==> config.mk <==
export PLATFORM = sky130hd
export DESIGN_NAME = sr_dispatch
export DESIGN_NICKNAME = d
export VERILOG_FILES = /design/src/rtl/sr_pkg.sv /design/src/rtl/sr_dispatch_lane.sv /design/src/rtl/sr_dispatch.sv
export SDC_FILE = /design/constraint.sdc
export NUM_CORES = 1
export LEC_CHECK = 0
export ABC_AREA = 1
export ABC_CLOCK_PERIOD_IN_PS = 3050
export CORE_AREA = 2 2 340 342
export DETAILED_ROUTE_END_ITERATION = 8
export DIE_AREA = 0 0 342 344
export GPL_TIMING_DRIVEN = 1
export PLACE_DENSITY = 0.54
export SLEW_MARGIN = 20
export SYNTH_ARGS = -nofsm -noshare
export SYNTH_HDL_FRONTEND = slang
export SYNTH_SLANG_ARGS = --single-unit
==> constraint.sdc <==
create_clock -name clk -period 3.05 [get_ports clk]
set_input_delay 0.305 -clock clk [delete_from_list [all_inputs] [get_ports clk]]
set_output_delay 0.305 -clock clk [all_outputs]
set_load 0.1 [all_outputs]
==> src/rtl/sr_pkg.sv <==
// Shared types and default widths for the squareroot lane dispatcher.
package sr_pkg;

  typedef enum logic [1:0] {
    IDLE = 2'd0,
    BUSY = 2'd1,
    HOLD = 2'd2
  } lane_state_e;

  localparam int SR_I_WIDTH = 32;
  localparam int SR_NUM     = 16;

  function automatic int sr_o_width(input int i);
    return (i + 1) >> 1;
  endfunction

endpackage

==> src/rtl/sr_dispatch_lane.sv <==
// One lane slot of sr_dispatch: start pulse, operand hold, guard-filtered result capture.
// With SR_DISPATCH_TIMEOUT_EN a watchdog forces a stuck lane to HOLD with an error flag.
module sr_dispatch_lane
  import sr_pkg::*;
#(
  parameter int I_WIDTH = SR_I_WIDTH,
  parameter int O_WIDTH = sr_o_width(SR_I_WIDTH),
  parameter int GUARD   = 1,
  parameter int TIMEOUT = 1024
) (
  input  logic               clk,
  input  logic               rst_n,
  input  logic               issue,
  input  logic               retire,
  input  logic [I_WIDTH-1:0] s_data,
  input  logic               done,
  input  logic [O_WIDTH-1:0] dout,
  output logic               newd,
  output logic [I_WIDTH-1:0] din,
  output logic               idle,
  output logic               hold,
  output logic               active_nxt,
  output logic [O_WIDTH-1:0] res,
  output logic               err
);

  localparam int GW = (GUARD > 0) ? $clog2(GUARD + 1) : 1;

  lane_state_e   state_q, state_d;
  logic [GW-1:0] guard_q;
  logic          capture;
  logic          expire;

  // done still high from the previous operation is masked until the guard drains
  assign capture = (state_q == BUSY) && done && (guard_q == '0);

  always_ff @(posedge clk or negedge rst_n) begin
    if (!rst_n) state_q <= IDLE;
    else        state_q <= state_d;
  end

  always_comb begin
    state_d = state_q;
    case (state_q)
      IDLE:    if (issue) state_d = BUSY;
      BUSY:    if (capture || expire) state_d = HOLD;
      HOLD:    if (retire) state_d = IDLE;
      default: state_d = IDLE;
    endcase
  end

  always_comb begin
    idle       = (state_q == IDLE);
    hold       = (state_q == HOLD);
    active_nxt = (state_d != IDLE);
  end

  always_ff @(posedge clk or negedge rst_n) begin
    if (!rst_n)               guard_q <= '0;
    else if (issue)           guard_q <= GW'(GUARD);
    else if (guard_q != '0)   guard_q <= guard_q - 1'b1;
  end

  always_ff @(posedge clk or negedge rst_n) begin
    if (!rst_n) begin
      newd <= 1'b0;
      din  <= '0;
    end else begin
      newd <= issue;
      if (issue) din <= s_data;
    end
  end

  always_ff @(posedge clk or negedge rst_n) begin
    if (!rst_n)       res <= '0;
    else if (capture) res <= dout;
    else if (expire)  res <= '0;
  end

`ifdef SR_DISPATCH_TIMEOUT_EN
  localparam int WW = $clog2(TIMEOUT + 1);

  logic [WW-1:0] wd_q;

  always_ff @(posedge clk or negedge rst_n) begin
    if (!rst_n)                wd_q <= '0;
    else if (issue)            wd_q <= '0;
    else if (state_q == BUSY)  wd_q <= wd_q + 1'b1;
  end

  // a real done in the final watchdog cycle still wins over the forced error
  assign expire = (state_q == BUSY) && !capture && (wd_q == WW'(TIMEOUT - 1));

  always_ff @(posedge clk or negedge rst_n) begin
    if (!rst_n)      err <= 1'b0;
    else if (expire) err <= 1'b1;
    else if (retire) err <= 1'b0;
  end
`else
  logic [31:0] unused_timeout;
  assign unused_timeout = TIMEOUT;
  assign expire         = 1'b0;
  assign err            = 1'b0;
`endif

endmodule

==> src/rtl/sr_dispatch.sv <==
// Round-robin issue of radicands to NUM squareroot lanes with in-order result return.
// Optional per-lane watchdog enabled by defining SR_DISPATCH_TIMEOUT_EN.
module sr_dispatch
  import sr_pkg::*;
#(
  parameter int I_WIDTH = SR_I_WIDTH,
  parameter int O_WIDTH = sr_o_width(I_WIDTH),
  parameter int NUM     = SR_NUM,
  parameter int GUARD   = 1,
  parameter int TIMEOUT = 1024
) (
  input  logic                     clk,
  input  logic                     rst_n,
  input  logic                     en,
  input  logic                     s_valid,
  output logic                     s_ready,
  input  logic [I_WIDTH-1:0]       s_data,
  output logic [NUM-1:0]           lane_newd,
  output logic [NUM*I_WIDTH-1:0]   lane_din,
  input  logic [NUM-1:0]           lane_done,
  input  logic [NUM*O_WIDTH-1:0]   lane_dout,
  output logic                     m_valid,
  input  logic                     m_ready,
  output logic [O_WIDTH-1:0]       m_data,
  output logic [$clog2(NUM)-1:0]   m_lane,
  output logic                     m_err,
  output logic                     busy
);

  localparam int PW = $clog2(NUM);

  logic [PW-1:0]      ip, rp;
  logic [NUM-1:0]     idle, hold, active_nxt, err;
  logic [NUM-1:0]     issue, retire;
  logic [O_WIDTH-1:0] res [NUM];
  logic               s_fire, m_fire;

  function automatic logic [PW-1:0] ptr_inc(input logic [PW-1:0] p);
    return (p == PW'(NUM - 1)) ? '0 : p + 1'b1;
  endfunction

  // issue looks at the pre-retire state, so a lane retiring this cycle is reissued next cycle
  assign s_ready = en && idle[ip];
  assign s_fire  = s_valid && s_ready;
  assign m_valid = hold[rp];
  assign m_fire  = m_valid && m_ready;
  assign m_data  = res[rp];
  assign m_lane  = rp;
  assign m_err   = err[rp];

  always_comb begin
    issue      = '0;
    retire     = '0;
    issue[ip]  = s_fire;
    retire[rp] = m_fire;
  end

  always_ff @(posedge clk or negedge rst_n) begin
    if (!rst_n) begin
      ip   <= '0;
      rp   <= '0;
      busy <= 1'b0;
    end else begin
      if (s_fire) ip <= ptr_inc(ip);
      if (m_fire) rp <= ptr_inc(rp);
      busy <= |active_nxt;
    end
  end

  for (genvar k = 0; k < NUM; k++) begin : g_lane
    sr_dispatch_lane #(
      .I_WIDTH (I_WIDTH),
      .O_WIDTH (O_WIDTH),
      .GUARD   (GUARD),
      .TIMEOUT (TIMEOUT)
    ) u_lane (
      .clk        (clk),
      .rst_n      (rst_n),
      .issue      (issue[k]),
      .retire     (retire[k]),
      .s_data     (s_data),
      .done       (lane_done[k]),
      .dout       (lane_dout[k*O_WIDTH +: O_WIDTH]),
      .newd       (lane_newd[k]),
      .din        (lane_din[k*I_WIDTH +: I_WIDTH]),
      .idle       (idle[k]),
      .hold       (hold[k]),
      .active_nxt (active_nxt[k]),
      .res        (res[k]),
      .err        (err[k])
    );
  end

endmodule

# Word level (Yosys, flattened, before mapping)
# Memories as Yosys holds them, arrays and structs flattened.
# Cells that the tools add are included.
[totals]
ff_bits = 841
romBits = 16
input_bits = 309
out_inout_bits = 552
wordCells = 340
memories = 1
[mem_list]
columns = ["name", "words", "word_bits", "rd", "rd_ports_with_merged_regs", "wr", "line", "rtl"]
rows = [
  ["(name not given)", 16, 1, 1, 0, 0, "sr_dispatch.sv:49", "assign m_err = err[rp];"],
]
[op_classes]
addsub = 18
n_lt_le_gt_ge = 5
eq_ne = 34
mux = 110
bitwise = 19
reduce_logical = 70
[op_table]
columns = ["cell", "count"]
rows = [
  ["$mux W2", 48],
  ["$pmux W2 S3", 16],
  ["$bmux W16 S4", 1],
  ["$logic_and A1 B1 Y1", 37],
  ["$mux W1", 37],
  ["$and A16 B16 Y16", 2],
  ["$eq A2 B1 Y1 const B", 16],
  ["$eq A2 B2 Y1 const B", 16],
  ["$logic_not A2 Y1", 16],
  ["$mux W16", 2],
  ["$reduce_bool A2 Y1", 16],
  ["$not A1 Y1", 16],
  ["$reduce_or A16 Y1", 1],
  ["$sub A1 B1 Y1 const B", 16],
  ["$lt A4 B5 Y1 const B", 2],
  ["$add A4 B1 Y4 const B", 2],
  ["$bmux W1 S4", 2],
  ["$demux W1 S4", 2],
  ["$eq A4 B4 Y1 const B", 2],
  ["$ge A4 B1 Y1 const B", 2],
  ["$mux W4", 2],
  ["$ge A5 B5 Y1 const B", 1],
  ["$not A4 Y5", 1],
]

# Logic depth before layout (Yosys ltp)
[depth]
word_depth = 10
ltp_mapped = 20
depth_no_buf = 18

# Hierarchy
# A second synthesis with hierarchy kept.
[hier_totals]
hier_cells = 4390
area_unflattened_um2 = 35352.7
[by_module_without_submodules]
columns = ["module", "n_inst", "cells_each", "area_each_um2"]
rows = [
  ["sr_dispatch_lane", 16, 229, 1988.2],
  ["sr_dispatch", 1, 726, 3542.1],
]

# Worst setup path before layout
# No wires, ideal clock.
[synth_timing]
kind = "reg-to-output"
from = "register rp[1] (netlist: m_lane[1])"
to = "output port m_data[13]"
t_arrival_ns = 3.233
t_required_ns = 2.745
path_slack_ns = -0.488
path_stages_with_launch = 9
path_cell_list = "dfrtp_1 clkinv_1 nor2_1 clkbuf_1 buf_1 a22oi_1 o21ai_0 nand2_1 nand4_1"
[synth_via]
elab_chain_cells = 4
[synth_lines]
columns = ["item", "line", "rtl"]
rows = [
  ["from (decl)", "sr_dispatch.sv:32", "logic [PW-1:0] ip, rp;"],
  ["from (signal assigned)", "sr_dispatch.sv:65", "if (m_fire) rp <= ptr_inc(rp);"],
  ["$not A4 Y5 (not written as such)", "sr_dispatch.sv:47", "assign m_data = res[rp];"],
  ["$bmux W16 S4", "sr_dispatch.sv:47", ""],
  ["$mux W16 (not written as such) (2 in series)", "sr_dispatch.sv:47", ""],
  ["to (decl)", "sr_dispatch.sv:24", "output logic [O_WIDTH-1:0] m_data,"],
]
# No other way between the ends. The select of a mux whose other input is x is not followed.

# Worst setup path after layout
[layout_timing]
from = "register rp[0] (netlist: m_lane[0])"
to = "output port m_data[0]"
# The elaborated chain is that of the path after synthesis.

==> flow_summary.toml <==
[route]
drt_wl_total_um = 142000
routedWlPerCell_um = 24.6
antenna_violating_nets_post_route = 0
drt-initial-drc-count = 1954
drtPass1Iterations = 5
detail_route.drc_violations = 0
detailroute.via_count = 27200
route.detailed.vias_per_inst = 4.73

[setup_path]
worst-setup-path-type = "flop to primary output"
start_kind = "flop"
worst-endpoint-required_ps = 2740
crit_path_top_delay_cell = "dfrtp_4"
timing.critical_path.max_delay_family = "buffers and inverters"
critical_path_peak_fanout = 13
reg2reg_from = "ip[0]"
timing.critical_path.to_type = "primary output"
critical-path-max-stage-delay_ps = 540
critPathLaunch = "m_lane[0]"
worstPathBufferInverterCount = 3
path_cells = "nand2_2 -> inv_4 -> buf_6 -> a22oi_1 -> o21ai_1 -> nand2_1 -> nand4_1 -> buf_12"
worstPathArrival_ps = 2660

[timing]
timing_hold_violations_final = 0
max_clock_freq_ghz = 0.338
finalClockSkew_ps = 56.0
max_slew_margin = 0.329
final.setup.worst_slack_ps = 89.7
smallest_hold_slack_ps = 157
timing_max_transition_violations_final = 0
unrepaired_setup_endpoints_after_global_routing = "yes"
setup_viol = 0
worst_pin_slew_ps = 1000
fin_crit_ps = 2960
post-route-period-util = 0.971

[synth]
synth_enable_flop_cells = 0
synthTopCellsByCount = "nand2_1, dfrtp_1, o21ai_1"
post_synth_xor_area_fraction = 0.000529
synth-async-reset-ratio = 1.00
postSynthCellCount = 3305
synth-seq-area-share = 0.624
post_synth_mux_area_share = 0.0599
yosys.area_share.simple = 0.146
post_synth_fa_ha_maj_area_fraction = 0.00302
synth.distinct_cells = 28
ys.warnings.count = 0
primary_flip_flop_cell_chosen_by_synthesis_mapping = "dfrtp_1"
synth_fp_nets = 3622
synthDominantAreaCellType = "dfrtp_1"
syn_area_um2 = 33100
synth_largest_type_area_fraction = 0.624
yosys_register_bits = 825
synth_top_cells_by_area = "dfrtp_1, nand2_1, o21ai_1"
synth_top_family_by_area = "simple AND/OR/NAND/NOR gates"
post_synth.cell_area_avg_um2 = 10.0
yosys.cell_count.top_type = "nand2_1"
synth-compound-area-share = 0.114

[placed_design]
preCtsSetupSlack_ps = 454
gpl.final_weighted_congestion = 0.947
hpwlAfterDp_um = 102000
placement.io_buffers = 859

[global_routing]
globalRouteOverflowTotal = 0
via_count_of_the_first_global_routing_pass = 27800
track_usage = 0.236
grt_max_degree = 72
number_of_antenna_violations_at_the_first_check_in_global_routing = 8
grt_pass1_wl_um = 203000

[worst_hold_path]
worst_min_delay_path_category = "input pin to flop"
min-delay-start = "lane_dout[44]"

[die]
start_util = 0.291
pin_count = 861
floorplan.die.width_um = 342
core_ar_um2 = 114000
floorplan.die.height_um = 344
placement_rows = 124
fp.dieArea_um2 = 118000

[cts]
clk_tree_root_cell = "clkbuf_16"
cts_num_sinks = 825
clk_transition_reported_paths_ps = 60
cts_buffers = 96
tritoncts = "built"
htree_levels = 3
clock_insertion_delay_worst_skew_ps = 710
cts.path.max_buffers = 3

[cells_and_area]
area_growth_pct = 39.6
fillerInstances = 11200
drive_above_1_share = 0.215
final_net_count = 4474

[job]
max_cap_viol = 0

[run_status]
run_status = "completed"
-- repair_timing --
item	in CTS	in global routing
gates resized for setup	23	2
setup buffers	5	5
setup endpoints to repair	16	32
hold buffers	1	0
hold endpoints to repair	46	0
gates cloned	2	0
pin swaps	9	6
-- worst register-to-register path, stage by stage, from the launching register on --
cell and delay (ps):
dfrtp_1 510, inv_2 160, nand2_2 130, nor2_1 50
nor2_1 90, nand2_1 60, nand2_1 80, nand3_2 120
nor2_4 110, nand2_2 80, inv_2 350, nand2_2 90
buf_4 330, nand2_1 180, o21ai_1 70
-- layout by cell type, fill, tap and decap left out, types with 63 or more instances in the layout --
cell type	synthesis	final
clkdlybuf4s50_1	0	438
o21ai_0	208	197
a22oi_1	65	63
buf_4	30	488
inv_1	115	114
mux2_2	176	176
nand2_1	950	940
o21ai_1	437	448
nor2_1	172	171
dfrtp_1	825	823
clkbuf_16	0	97
-- layout make-up --
class,instances,area [um^2],area share
timing repair buffer,984,9200,0.199
antenna,4,10.0,0.000217
multi-input combinational,2122,10800,0.233
inverter,128,488,0.0106
tap,1512,1890,0.0409
clock inverter,25,372,0.00804
sequential,825,20700,0.447
clock buffer,148,2840,0.0614
-- stage by stage --
step / instances / setup TNS (ps) / cell area (um^2) / util
3_3_place_gp: 5558 / 0 / 42800 / 0.376
6_report: 5748 / 0 / 46200 / 0.406
4_1_cts: 5739 / 0 / 46200 / 0.405
3_5_place_dp: 5558 / 0 / 42800 / 0.376
2_1_floorplan: 3305 / 0 / 33100 / -
5_1_grt: 5744 / -2.52 / 46200 / 0.406
-- routing by layer --
metal | vias to the layer above | share of wire | GRT usage
li1 | 12500 | - | -
met1 | 13500 | 0.39 | 0.282
met2 | 972 | 0.49 | 0.406
met3 | 182 | 0.088 | 0.0749
met4 | 10 | 0.030 | 0.0713
met5 | - | 0.00045 | 0
-- path summary, 6_finish.rpt --
check,cells after the start,slack (ps),to
setup reg to reg,14,520,g_lane[4].u_lane.din[2]
setup / recovery,8,90,m_data[0]
min in group asynchronous,2,250,g_lane[15].u_lane.res[11]
hold / removal,3,160,g_lane[2].u_lane.res[12]
max in group asynchronous,4,1760,g_lane[13].u_lane.din[3]
hold reg to reg,2,470,g_lane[0].u_lane.res[9]
-- sequential cells by signal, indices dropped and copies added, names as in the netlist --
signal,cells
g_lane.u_lane.guard_q,16
busy,1
g_lane.u_lane.res,256
g_lane.u_lane.state_q,32
ip,4
m_lane,4
g_lane.u_lane.din,512
-- kinds of logic (layout without fill, tap and decap cells) --
group,Yosys count,in the layout
AND/OR/NAND/NOR,1217,1217
flip-flops,825,825
AO/OA/AOI/OAI,718,718
buffers and inverters,358,1285
multiplexers,176,176
adder cells (fa/ha/maj),8,8
XOR/XNOR,2,2
other,1,5
Power is left out: the tool's default activity adds up to more than one toggle a clock period on the data nets, which glitch-free logic cannot reach.
